File: config.mk
export PLATFORM = sky130hd
export DESIGN_NAME = bcd_seq
export DESIGN_NICKNAME = d
export VERILOG_FILES = /design/src/rtl/bcd_seq.sv
export SDC_FILE = /design/constraint.sdc
export NUM_CORES = 1
export LEC_CHECK = 0
export CAP_MARGIN = 20
export CORE_UTILIZATION = 32
export DETAILED_ROUTE_END_ITERATION = 8
export SYNTH_ARGS = -nofsm -noshare
export SYNTH_HDL_FRONTEND = slang
export SYNTH_SLANG_ARGS = --single-unit
File: constraint.sdc
create_clock -name clk -period 1.4 [get_ports clk]
set_input_delay 0.28 -clock clk [delete_from_list [all_inputs] [get_ports clk]]
set_output_delay 0.28 -clock clk [all_outputs]
set_load 0.01 [all_outputs]
File: src/rtl/bcd_seq.sv
// rtl/bcd_seq.sv - iterative double-dabble binary-to-BCD converter, one bit per clock
// Optional leading-zero mask port "blank" when BCD_SEQ_BLANK_EN is defined.
module bcd_seq #(
    parameter int WIDTH  = 16,
    parameter int DIGITS = 5
) (
    input  logic                  clk,
    input  logic                  rst_n,
    input  logic                  start,
    input  logic [WIDTH-1:0]      binary,
    output logic                  busy,
    output logic                  done,
    output logic [4*DIGITS-1:0]   bcd
`ifdef BCD_SEQ_BLANK_EN
    ,
    output logic [DIGITS-1:0]     blank
`endif
);

    localparam int CW = (WIDTH > 1) ? $clog2(WIDTH) : 1;

    typedef enum logic {
        IDLE  = 1'b0,
        SHIFT = 1'b1
    } state_t;

    state_t                state_q, state_d;
    logic [WIDTH-1:0]      sr_q, sr_d;
    logic [4*DIGITS-1:0]   scr_q, scr_d;
    logic [CW-1:0]         cnt_q, cnt_d;
    logic [4*DIGITS-1:0]   bcd_q, bcd_d;
    logic                  busy_q, busy_d;
    logic                  done_q, done_d;
    logic [4*DIGITS-1:0]   scr_adj;
    logic [4*DIGITS-1:0]   scr_shift;

`ifdef BCD_SEQ_BLANK_EN
    logic [DIGITS-1:0]     blank_q, blank_d;
    logic                  zero_above;
`endif

    // One double-dabble step: add-3 correction, then shift sr's MSB into digit 0.
    always_comb begin
        scr_adj = scr_q;
        for (int i = 0; i < DIGITS; i++) begin
            if (scr_q[4*i +: 4] >= 4'd5) begin
                scr_adj[4*i +: 4] = scr_q[4*i +: 4] + 4'd3;
            end
        end
        scr_shift = {scr_adj[4*DIGITS-2:0], sr_q[WIDTH-1]};
    end

    always_comb begin
        state_d = state_q;
        sr_d    = sr_q;
        scr_d   = scr_q;
        cnt_d   = cnt_q;
        bcd_d   = bcd_q;
        busy_d  = busy_q;
        done_d  = 1'b0;
        case (state_q)
            IDLE: begin
                if (start) begin
                    sr_d    = binary;
                    scr_d   = '0;
                    cnt_d   = CW'(WIDTH - 1);
                    busy_d  = 1'b1;
                    state_d = SHIFT;
                end
            end
            SHIFT: begin
                sr_d  = {sr_q[WIDTH-2:0], 1'b0};
                scr_d = scr_shift;
                cnt_d = cnt_q - 1'b1;
                if (cnt_q == '0) begin
                    bcd_d   = scr_shift;
                    done_d  = 1'b1;
                    busy_d  = 1'b0;
                    cnt_d   = '0;
                    state_d = IDLE;
                end
            end
            default: state_d = IDLE;
        endcase
    end

`ifdef BCD_SEQ_BLANK_EN
    // Digit i is blanked only if it and every higher digit are zero; digit 0 always shows.
    always_comb begin
        blank_d    = blank_q;
        zero_above = 1'b1;
        if (done_d) begin
            for (int i = DIGITS - 1; i >= 1; i--) begin
                zero_above = zero_above & (bcd_d[4*i +: 4] == 4'd0);
                blank_d[i] = zero_above;
            end
            blank_d[0] = 1'b0;
        end
    end

    always_ff @(posedge clk or negedge rst_n) begin
        if (!rst_n) begin
            blank_q <= {{(DIGITS-1){1'b1}}, 1'b0};
        end else begin
            blank_q <= blank_d;
        end
    end

    assign blank = blank_q;
`endif

    always_ff @(posedge clk or negedge rst_n) begin
        if (!rst_n) begin
            state_q <= IDLE;
            sr_q    <= '0;
            scr_q   <= '0;
            cnt_q   <= '0;
            bcd_q   <= '0;
            busy_q  <= 1'b0;
            done_q  <= 1'b0;
        end else begin
            state_q <= state_d;
            sr_q    <= sr_d;
            scr_q   <= scr_d;
            cnt_q   <= cnt_d;
            bcd_q   <= bcd_d;
            busy_q  <= busy_d;
            done_q  <= done_d;
        end
    end

    assign busy = busy_q;
    assign done = done_q;
    assign bcd  = bcd_q;

endmodule

==> results by group <==
Final layout
  – Most frequent cells in the layout: dfrtp_1 (63), nand2_1 (40), buf_4 (27)
  – Nets: 382
  – Commonest non-fill, non-tap cell in the layout: dfrtp_1
  – Filler instances: 846
  – Layout area overhead: 42.13%
  – Footprint of the multi-input gates: between 1500 and 2000 um2
  – Register area: roughly 1600 um2
  – Ratio of cells with drive above 1 in the final layout: 31.28%
  – Antenna Cells: 0
  – Final Cell Area: between 4000 and 5000 um2

STA
  – Endpoints failing setup: 4
  – Worst slew pin tran: about 0.34 ns
  – Min Tclk post-route: ~1.4 ns
  – Crit share post-route: 102.3%
  – Hold slack final: about 0.36 ns
  – Rel. slew slack: 77.10%
  – TNS Setup: -0.08669 ns
  – Max Freq: between 600 and 700 MHz
  – Worst clock skew: 0.007170 ns
  – Final WS setup: -0.03246 ns
  – Final Max Tran Viols: 0
  – RSZ-0062 raised after global routing: yes
  – Final hold violation count: 0

GRT
  – Number of global-route vias before repair: approximately 2400
  – GR Util All Layers: 14.46%
  – First-pass GRT wire length: between 10000 and 15000 um
  – Initial antenna violation count: 0
  – Total gr overflow: 0
  – Largest net degree at the start of global routing: 64

Worst setup path
  – CP max FO: 4
  – Critical path endpoint category: flop
  – Crit path max-delay family: multiplexers
  – CP startpoint kind: flop
  – Worst Path Required: approximately 1.7 ns
  – Worst Path Arrival: roughly 1.7 ns
  – Worst stage delay on the critical path: ~0.42 ns
  – Number of buffer and inverter stages on the critical path: 0
  – Crit Path Class: reg -> reg
  – Crit-path cells: ha_2 > nand2b_4 > a21oi_4 > mux2i_2 > mux2_4
  – Crit-path slowest cell: dfrtp_1

Logic synthesis
  – Mux contribution to synthesized area: 11.32%
  – Post-synth EDFFs: 0
  – Post-Syn Area: roughly 3000 um2
  – Syn_nets: approximately 310
  – Synth Register Bits: between 60 and 70
  – Xor and xnor area share after synthesis: around 1.5%
  – Synth Flop Type: dfrtp_1
  – Adder-Cell Fraction of Synth Area: under 10%
  – Largest family of logic cells by synthesized area: compound AO/OA/AOI/OAI gates
  – Synth Instances: 283
  – Synth Warn #: 0
  – Number of distinct library cells after synthesis: 30
  – Syn avg cell area: approximately 11 um2
  – Register area share after synthesis: between 50 and 60%
  – Simple-gate share of the synthesized area: approximately an eighth
  – FFs w/ async S/R, synth: 100.0%
  – Synth Area in Compound Gates: 13.90%

Floorplanning
  – Chip width: slightly below 100 um
  – Die H: slightly below 100 um
  – Initial core utilization: 33.70%
  – I/O Pins: 41
  – Core Rows: 34
  – Die area: 9756 um2
  – Core Region: 8891 um2

Pwr
  – PwrDens: 2397 nW/um2
  – VDD IR max: around 0.00083 V
  – Leak: approximately 1.9 nW

Route
  – Drt pass-1 iters: 6
  – Initial DRC count: just under 90
  – WL per Instance: between 10 and 15 um
  – Top sig layer: met4
  – Via Count: roughly 2300
  – Metal2 WL: 3126 um
  – Vias per Instance: 4.897
  – Met1 WL: 2813 um
  – Metal3 WL: 302 um
  – Post-route antenna net violation count: 0
  – Post-route DRC: 0
  – Routed WL: 6304 um

CTS
  – Sink Count: between 60 and 70
  – Clock latency on the worst-skew pair: ~0.34 ns
  – Worst-path clk slew: roughly 0.070 ns
  – CTS Buf Count: 9
  – CTS tree: built
  – H-tree depth: 3
  – CTS root buf: clkbuf_8
  – Clock Path Buffers: 2

Place
  – Post-DP Area: 3784 um2
  – Detailed-placement wirelength estimate: around 4000 um
  – Count of input and output buffers: 40
  – Global placer's final weighted congestion: ~0.75

Worst hold path
  – Hold Crit Class: in -> reg

Run
  – Max-Cap Viols: 0

Status
  – Failing checks: negative setup slack
  – Status: finished, violations left
[flip-flops by register name (all words and copies together), names as in the netlist]
register	cells
sr_q	16
cnt_q	4
scr_q	20
done	1
bcd	20
busy	1
state_q	1
[synthesized netlist by cell type (5+ instances only)]
library cell / n / area (um2)
nor3b_1: 13 / 97.59
nor3_1: 6 / 30.03
nor2_1: 8 / 30.03
nand2_1: 40 / 150.1
dfrtp_1: 63 / 1577
mux2i_1: 20 / 200.2
o22ai_1: 11 / 68.82
nand2b_1: 6 / 37.54
a21o_1: 8 / 60.06
buf_2: 10 / 50.05
ha_1: 10 / 125.1
o21ai_0: 29 / 145.1
mux2_4: 7 / 105.1
a21oi_1: 12 / 60.06
inv_1: 11 / 41.29
xnor2_1: 5 / 43.79
[worst reg2reg max path, delay by kind of cell (launching register included)]
family / cells / cell delay [ns]
AO/OA/AOI/OAI: 1 / 0.17
flip-flops: 1 / 0.42
multiplexers: 2 / 0.45
adder cells (fa/ha/maj): 1 / 0.19
AND/OR/NAND/NOR: 1 / 0.14
[cell type report]
| cell class | instances | share of cell area [%] |
|---|---|---|
| Timing Repair Buffer | 75 | 16.80 |
| Sequential cell | 63 | 37.02 |
| Tap cell | 108 | 3.173 |
| Clock inverter | 5 | 1.880 |
| Clock buffer | 11 | 3.555 |
| Inverter | 12 | 1.058 |
| Multi-Input combinational cell | 192 | 36.52 |
[path summary, 6_finish.rpt]
path | cells after the start | endpoint | from | slack [ns]
max | 5 | bcd[10]$_DFFE_PN0P_ | scr_q[8]$_DFFE_PN0P_ | -0.03
min | 3 | sr_q[2]$_DFFE_PN0P_ | start | 0.36
max reg2reg | 5 | bcd[10]$_DFFE_PN0P_ | scr_q[8]$_DFFE_PN0P_ | -0.03
min reg2reg | 2 | bcd[13]$_DFFE_PN0P_ | bcd[13]$_DFFE_PN0P_ | 0.47
max in group asynchronous | 3 | sr_q[2]$_DFFE_PN0P_ | rst_n | 0.63
min in group asynchronous | 3 | scr_q[2]$_DFFE_PN0P_ | rst_n | 0.49
[what timing repair did]
action / 4_1_cts / 5_1_grt
setup buffers: 0 / 3
setup endpoints to repair: 41 / 26
hold buffers: 1 / 0
endpoints found under the hold margin: 63 / 0
pin swaps: 5 / 7
resized for setup: 42 / 35
[cells by family (layout without fill, tap and decap cells)]
group | after synthesis | after routing
mux | 30 | 30
xor+xnor | 5 | 5
fa+ha+maj | 10 | 10
buf+inv | 28 | 103
compound gates | 71 | 71
simple gates | 76 | 76
flops | 63 | 63
[power by group]
part	switching (mW)	leakage [nW]	internal, mW
Clock	0.711	0.112	1.10
Combinational	2.31	1.03	2.82
Sequential	0.629	0.800	2.65
[per-stage QoR]
step           utilization (%)  power (mW)  instances  worst slack, ns
3_5_place_dp             42.56       7.746        446         -0.07461
4_1_cts                  46.17       9.746        463         -0.04224
2_1_floorplan                -       5.839        283         0.001603
5_1_grt                  47.90       11.05        466         -0.08822
3_3_place_gp             42.56       7.615        446         -0.02258
6_report                 47.90       10.21        466         -0.03246
[layer usage]
| metal | vias to the layer above | global-route usage, % |
|---|---|---|
| met5 | - | 0 |
| met3 | 7 | 4.823 |
| li1 | 1129 | - |
| met1 | 1091 | 17.89 |
| met2 | 55 | 23.83 |
| met4 | 0 | 4.592 |
Note: power is estimated with default switching activity, not from simulation.
